`src/rtl/alu_op_sequencer_if.sv`:
```
// ---------------------------------------------------------------------------
// alu_op_sequencer_if : operand/opcode/result bus between sequencer and ALU
// Revision: 1.0
// ---------------------------------------------------------------------------
`default_nettype none

interface alu_op_sequencer_if #(
  parameter int WIDTH = 4
);
  logic [WIDTH-1:0] alu_a;
  logic [WIDTH-1:0] alu_b;
  logic [3:0]       alu_opcode;
  logic [WIDTH-1:0] alu_result;
  logic [3:0]       alu_flags;

  modport master (
    output alu_a, alu_b, alu_opcode,
    input  alu_result, alu_flags
  );

  modport slave (
    input  alu_a, alu_b, alu_opcode,
    output alu_result, alu_flags
  );
endinterface

`default_nettype wire

```
`src/rtl/alu_op_sequencer.sv`:
```
// ---------------------------------------------------------------------------
// alu_op_sequencer : debounced push-button entry of A, B, opcode; ALU capture
// Revision: 1.0
// ---------------------------------------------------------------------------
`default_nettype none

module alu_op_sequencer #(
  parameter int WIDTH           = 4,
  parameter int DEBOUNCE_CYCLES = 16,
  parameter int SETTLE_CYCLES   = 1
) (
  input  logic                  clk,
  input  logic                  rst_n,
  input  logic [WIDTH-1:0]      sw_data,
  input  logic                  btn_next_n,
  input  logic                  btn_clear_n,
  alu_op_sequencer_if.master    alu,
  output logic [WIDTH-1:0]      result_q,
  output logic [3:0]            flags_q,
  output logic [2:0]            state_o,
  output logic                  busy,
  output logic                  done
);

  localparam int DB_W = $clog2(DEBOUNCE_CYCLES + 1);
  localparam int ST_W = $clog2(SETTLE_CYCLES + 1);

  typedef enum logic [2:0] {
    S_LOAD_A  = 3'd0,
    S_LOAD_B  = 3'd1,
    S_LOAD_OP = 3'd2,
    S_EXEC    = 3'd3,
    S_SHOW    = 3'd4
  } state_e;

  logic [1:0] btn_raw_n;
  logic [1:0] press_evt;
  logic       next_evt;
  logic       clear_evt;

  assign btn_raw_n = {btn_clear_n, btn_next_n};
  assign next_evt  = press_evt[0];
  assign clear_evt = press_evt[1];

  // Bit 0 is "next", bit 1 is "clear"; both keys share one debounce structure.
  for (genvar k = 0; k < 2; k++) begin : g_btn
    logic            sync1_q;
    logic            sync2_q;
    logic            level_q;
    logic            level_d;
    logic            evt_q;
    logic            evt_d;
    logic [DB_W-1:0] cnt_q;
    logic [DB_W-1:0] cnt_d;

    always_comb begin
      level_d = level_q;
      cnt_d   = '0;
      if (sync2_q != level_q) begin
        if (cnt_q == DB_W'(DEBOUNCE_CYCLES - 1)) begin
          level_d = sync2_q;
        end else begin
          cnt_d = cnt_q + 1'b1;
        end
      end
      evt_d = level_q & ~level_d;
    end

    always_ff @(posedge clk or negedge rst_n) begin
      if (!rst_n) begin
        sync1_q <= 1'b1;
        sync2_q <= 1'b1;
        level_q <= 1'b1;
        cnt_q   <= '0;
        evt_q   <= 1'b0;
      end else begin
        sync1_q <= btn_raw_n[k];
        sync2_q <= sync1_q;
        level_q <= level_d;
        cnt_q   <= cnt_d;
        evt_q   <= evt_d;
      end
    end

    assign press_evt[k] = evt_q;
  end

  logic [3:0] sw_opcode;

  if (WIDTH >= 4) begin : g_op_direct
    assign sw_opcode = sw_data[3:0];
  end else begin : g_op_extend
    assign sw_opcode = {{(4 - WIDTH){1'b0}}, sw_data};
  end

  state_e           state_q,      state_d;
  logic [ST_W-1:0]  settle_q,     settle_d;
  logic [WIDTH-1:0] alu_a_q,      alu_a_d;
  logic [WIDTH-1:0] alu_b_q,      alu_b_d;
  logic [3:0]       alu_opcode_q, alu_opcode_d;
  logic [WIDTH-1:0] result_d;
  logic [3:0]       flags_d;
  logic             done_q,       done_d;

  always_comb begin
    state_d      = state_q;
    settle_d     = settle_q;
    alu_a_d      = alu_a_q;
    alu_b_d      = alu_b_q;
    alu_opcode_d = alu_opcode_q;
    result_d     = result_q;
    flags_d      = flags_q;
    done_d       = 1'b0;

    // Clear outranks everything, including a capture due in this same cycle.
    if (clear_evt) begin
      state_d      = S_LOAD_A;
      settle_d     = '0;
      alu_a_d      = '0;
      alu_b_d      = '0;
      alu_opcode_d = '0;
      result_d     = '0;
      flags_d      = '0;
    end else begin
      case (state_q)
        S_LOAD_A: if (next_evt) begin
          alu_a_d = sw_data;
          state_d = S_LOAD_B;
        end
        S_LOAD_B: if (next_evt) begin
          alu_b_d = sw_data;
          state_d = S_LOAD_OP;
        end
        S_LOAD_OP: if (next_evt) begin
          alu_opcode_d = sw_opcode;
          settle_d     = ST_W'(SETTLE_CYCLES);
          state_d      = S_EXEC;
        end
        S_EXEC: begin
          if (settle_q == ST_W'(1)) begin
            result_d = alu.alu_result;
            flags_d  = alu.alu_flags;
            done_d   = 1'b1;
            state_d  = S_SHOW;
          end else begin
            settle_d = settle_q - 1'b1;
          end
        end
        S_SHOW: if (next_evt) begin
          state_d = S_LOAD_A;
        end
        default: state_d = S_LOAD_A;
      endcase
    end
  end

  always_ff @(posedge clk or negedge rst_n) begin
    if (!rst_n) begin
      state_q      <= S_LOAD_A;
      settle_q     <= '0;
      alu_a_q      <= '0;
      alu_b_q      <= '0;
      alu_opcode_q <= '0;
      result_q     <= '0;
      flags_q      <= '0;
      done_q       <= 1'b0;
    end else begin
      state_q      <= state_d;
      settle_q     <= settle_d;
      alu_a_q      <= alu_a_d;
      alu_b_q      <= alu_b_d;
      alu_opcode_q <= alu_opcode_d;
      result_q     <= result_d;
      flags_q      <= flags_d;
      done_q       <= done_d;
    end
  end

  assign alu.alu_a      = alu_a_q;
  assign alu.alu_b      = alu_b_q;
  assign alu.alu_opcode = alu_opcode_q;
  assign state_o        = state_q;
  assign busy           = (state_q == S_EXEC);
  assign done           = done_q;

endmodule

`default_nettype wire

```
`src/flat_wrapper.sv`:
```
// flat-port wrapper written by rule: the top's interface ports become plain ports
module alu_op_sequencer_flat 
#(
  parameter int WIDTH           = 4,
  parameter int DEBOUNCE_CYCLES = 16,
  parameter int SETTLE_CYCLES   = 1
)
  (clk, rst_n, sw_data, btn_next_n, btn_clear_n, result_q, flags_q, state_o, busy, done, alu_alu_a, alu_alu_b, alu_alu_opcode, alu_alu_result, alu_alu_flags);
  alu_op_sequencer_if #(.WIDTH(WIDTH)) alu_i ();
  input  logic clk;
  input  logic rst_n;
  input  logic [WIDTH-1:0] sw_data;
  input  logic btn_next_n;
  input  logic btn_clear_n;
  output logic [WIDTH-1:0] result_q;
  output logic [3:0] flags_q;
  output logic [2:0] state_o;
  output logic busy;
  output logic done;
  output wire logic [$bits(alu_i.alu_a)-1:0] alu_alu_a;
  output wire logic [$bits(alu_i.alu_b)-1:0] alu_alu_b;
  output wire logic [$bits(alu_i.alu_opcode)-1:0] alu_alu_opcode;
  input wire logic [$bits(alu_i.alu_result)-1:0] alu_alu_result;
  input wire logic [$bits(alu_i.alu_flags)-1:0] alu_alu_flags;
  assign alu_alu_a = alu_i.alu_a;
  assign alu_alu_b = alu_i.alu_b;
  assign alu_alu_opcode = alu_i.alu_opcode;
  assign alu_i.alu_result = alu_alu_result;
  assign alu_i.alu_flags = alu_alu_flags;
  alu_op_sequencer #(.WIDTH(WIDTH), .DEBOUNCE_CYCLES(DEBOUNCE_CYCLES), .SETTLE_CYCLES(SETTLE_CYCLES)) u_core (.clk(clk), .rst_n(rst_n), .sw_data(sw_data), .btn_next_n(btn_next_n), .btn_clear_n(btn_clear_n), .alu(alu_i), .result_q(result_q), .flags_q(flags_q), .state_o(state_o), .busy(busy), .done(done));
endmodule
```
`config.mk`:
```
export PLATFORM = sky130hd
export DESIGN_NAME = alu_op_sequencer_flat
export DESIGN_NICKNAME = d
export VERILOG_FILES = /design/src/rtl/alu_op_sequencer_if.sv /design/src/rtl/alu_op_sequencer.sv /design/src/flat_wrapper.sv
export SDC_FILE = /design/constraint.sdc
export NUM_CORES = 1
export LEC_CHECK = 0
export CORE_ASPECT_RATIO = 1.5
export CORE_MARGIN = 8
export CORE_UTILIZATION = 60
export CTS_BUF_LIST = sky130_fd_sc_hd__clkbuf_8
export DETAILED_ROUTE_END_ITERATION = 12
export DONT_BUFFER_PORTS = 1
export PLACE_DENSITY = 0.78
export SLEW_MARGIN = 20
export SYNTH_ARGS = -nofsm -noshare
export SYNTH_HDL_FRONTEND = slang
export SYNTH_SLANG_ARGS = --single-unit
```
`constraint.sdc`:
```
create_clock -name clk -period 2.5 [get_ports clk]
set_clock_uncertainty 0.1 [all_clocks]
set_input_delay 0.75 -clock clk [delete_from_list [all_inputs] [get_ports clk]]
set_output_delay 0.75 -clock clk [all_outputs]
set_load 0.05 [all_outputs]
```
==> metrics.md <==
| Metric | Value |
|---|---|
| CTS Sinks | `43` |
| Setup crit end kind | `output pin` |
| Routed vias | `1,054` |
| Slew HR | `65.5%` |
| Post-CTS Setup Bufs | `0` |
| Critical path launch point type | `flip-flop` |
| Reg2reg setup slack | `0.88 ns` |
| Worst-skew pair later-pin latency | `0.29 ns` |
| Max Cap Viol | `0` |
| Chip Height | `slightly above 80 um` |
| Status | `finished, final reports clean` |
| CTS Root Cell | `clkbuf_8` |
| Total power | `approximately 1.2 mW` |
| Worst reg2reg path startpoint | `u_core.state_o[1]` |
| Slew @ Worst Pin | `about 0.52 ns` |
| Layout cells sized above 1 | `19.9%` |
| Net count, final | `around 160` |
| ANT cells | `0` |
| Sequential fraction of the synthesis area | `61.1%` |
| H-tree levels | `2` |
| Io pins | `41` |
| Hold-fix buffers, CTS | `0` |
| Initial Util | `62.1%` |
| Syn_area_per_cell | `13.1 um^2` |
| #FFs+latches synth | `43` |
| First-pass GRT wire length | `5300 um` |
| Grt ovf | `0` |
| PortBufs | `0` |
| WP data required | `between 1.5 and 2 ns` |
| Final Routed Wirelength | `3270 um` |
| GR Util All Layers | `14.5%` |
| Drt initial violations | `43` |
| Cell Area, Synth | `1770 um^2` |
| Largest net degree at the start of global routing | `44` |
| Cell count after synthesis | `135` |
| Tcrit/Tclk final | `85.4%` |
| Count of pins over their slew limit | `0` |
| Kind of critical path | `reg2out` |
| Ys Warns | `0` |
| Initial antenna violation count | `0` |
| Leakage | `between 0.8 and 0.9 nW` |
| Worst EP arrival | `1.29 ns` |
| CTS max path bufs | `2` |
| Synthesis-to-finish area growth | `6.78%` |
| Row cnt | `24` |
| Final-report hold violation count | `0` |
| Worst vdd ir | `0.000562 V` |
| Crit path time final | `about 2.1 ns` |
| Die width | `60.4 um` |
| CP Max Fanout | `4` |
| Number of global-route vias before repair | `1,122` |
| Power per cell area | `619 nW/um^2` |
| Drt wl/cell | `18.2 um` |
| TNS Setup | `0 ns` |
| Hold Crit Class | `in2async` |
| Num CTS Buffers | `5` |
| Drt drc | `0` |
| HPWL Detailed | `2480 um` |
| DIE AREA | `4990 um^2` |
| CORE AREA | `2850 um^2` |
| Synth Net Count | `153` |
| RSZ-0062 raised after global routing | `no` |
| Gpl congestion | `0.787` |
| CTS tree | `yes` |
| RR Endpoint | `u_core.alu.alu_a[1]` |
| DR vias/cell | `5.86` |
| Fmax | `0.468 GHz` |
| Post-CTS sizing | `0` |
| Pre-antenna DRT Iters | `4` |
| FF-to-FF path depth | `4` |
| Netlist cell types | `34` |
| Worst-path clk slew | `0.08 ns` |
| Final ANT Viol Nets | `0` |
| Final setup vio count | `0` |
cell type report:
cell class	instances	area, um^2
clock buffers	5	68.8
clock inverters	3	16.3
multi-input cells	81	627
inverters	5	18.8
fillers	214	960
well taps	39	48.8
flip-flops and latches	43	1080
repair buffers	4	30.0
placed cells by master (no fill, tap or decap), types with 2 or more instances in the layout:
cell,n
dfrtp_1,37
nor2_1,16
mux2i_1,10
a22o_1,8
inv_1,6
mux2_2,6
dfstp_2,6
nor2b_1,5
clkbuf_8,5
nand3_1,4
buf_4,4
nand2_1,3
nor3_1,3
xor2_1,3
o21ai_0,2
xnor2_1,2
and3_1,2
nor4b_1,2
a41oi_2,2
ha_1,2
power breakdown:
group	internal [mW]	switching [mW]	total [mW]
registers	0.712	0.0232	0.736
logic	0.0136	0.0108	0.0244
clock network	0.191	0.221	0.412
total	0.917	0.255	1.17
through the flow:
step	std cells	util, %	hold WS [ns]	cell area (um^2)	setup WS [ns]
detailed placement	172	63.4	0.248	1810	0.678
global placement	172	63.4	0.246	1810	0.693
floorplan	135	-	0.245	1770	0.268
CTS	180	66.4	0.0342	1890	0.355
finish	180	66.4	0.0437	1890	0.364
global route	180	66.4	0.0262	1890	0.321
synth_stat cells, drive strengths merged:
cell,n,area [um^2]
and3,2,12.5
and4bb,1,12.5
a22o,8,70.1
mux2,6,67.6
a21oi,1,5.00
clkbuf,2,8.75
o211ai,1,7.51
nand2b,1,6.26
ha,2,25.0
o21ai,2,10.0
a31oi,1,6.26
nor4b,3,41.3
and2,1,6.26
a41oi,2,32.5
xor2,3,26.3
nand3,4,20.0
dfstp,6,158
nor3,4,31.3
mux2i,10,100
nor2,16,60.1
o32a,1,10.0
dfrtp,37,926
xnor2,2,17.5
a21o,1,7.51
buf,4,35.0
nand2,3,11.3
nor2b,5,31.3
a311oi,1,8.76
inv,5,18.8
logic make-up (layout without fill, tap and decap cells):
group	Yosys count	after routing	synth area share [%]
AOI/OAI and AO/OA	18	18	8.89
buffers and inverters	11	17	3.53
xor gates and xnor gates	5	5	2.47
DFF	43	43	61.1
muxes	16	16	9.46
adders and majority gates	2	2	1.41
and+or+nand+nor	40	40	13.1
sequential cells by signal (all words and copies together) (netlist names):
signal                 flops
u_core.g_btn.sync2_q       2
u_core.result_q            4
u_core.settle_q            1
u_core.alu.alu_a           4
u_core.alu.alu_opcode      4
u_core.g_btn.sync1_q       2
u_core.g_btn.evt_q         1
u_core.clear_evt           1
u_core.done                1
u_core.alu.alu_b           4
u_core.flags_q             4
u_core.g_btn.cnt_q        10
u_core.g_btn.level_q       2
u_core.state_o             3
layer usage:
layer,global-route usage [%],wire (um),vias to the layer above
li1,-,-,485
met4,7.19,91,0
met1,12.9,1120,528
met2,26.9,1800,32
met5,0,0,-
met3,5.74,259,9
worst max-delay path by stage:
stage	start	to	slack, ns	depth (start not counted)
floorplan	u_core.state_o[2]	busy	0.27	3
global placement	u_core.state_o[2]	busy	0.69	2
detailed placement	u_core.state_o[2]	busy	0.68	2
CTS	u_core.state_o[2]	busy	0.35	2
global route	u_core.state_o[2]	busy	0.32	2
finish	u_core.state_o[2]	busy	0.36	2
worst max-delay path, stage by stage, from the launching register on:
cell,delay (ns)
dfrtp_1,0.38
inv_1,0.12
and3_1,0.49
(Power assumes the default switching activity.)
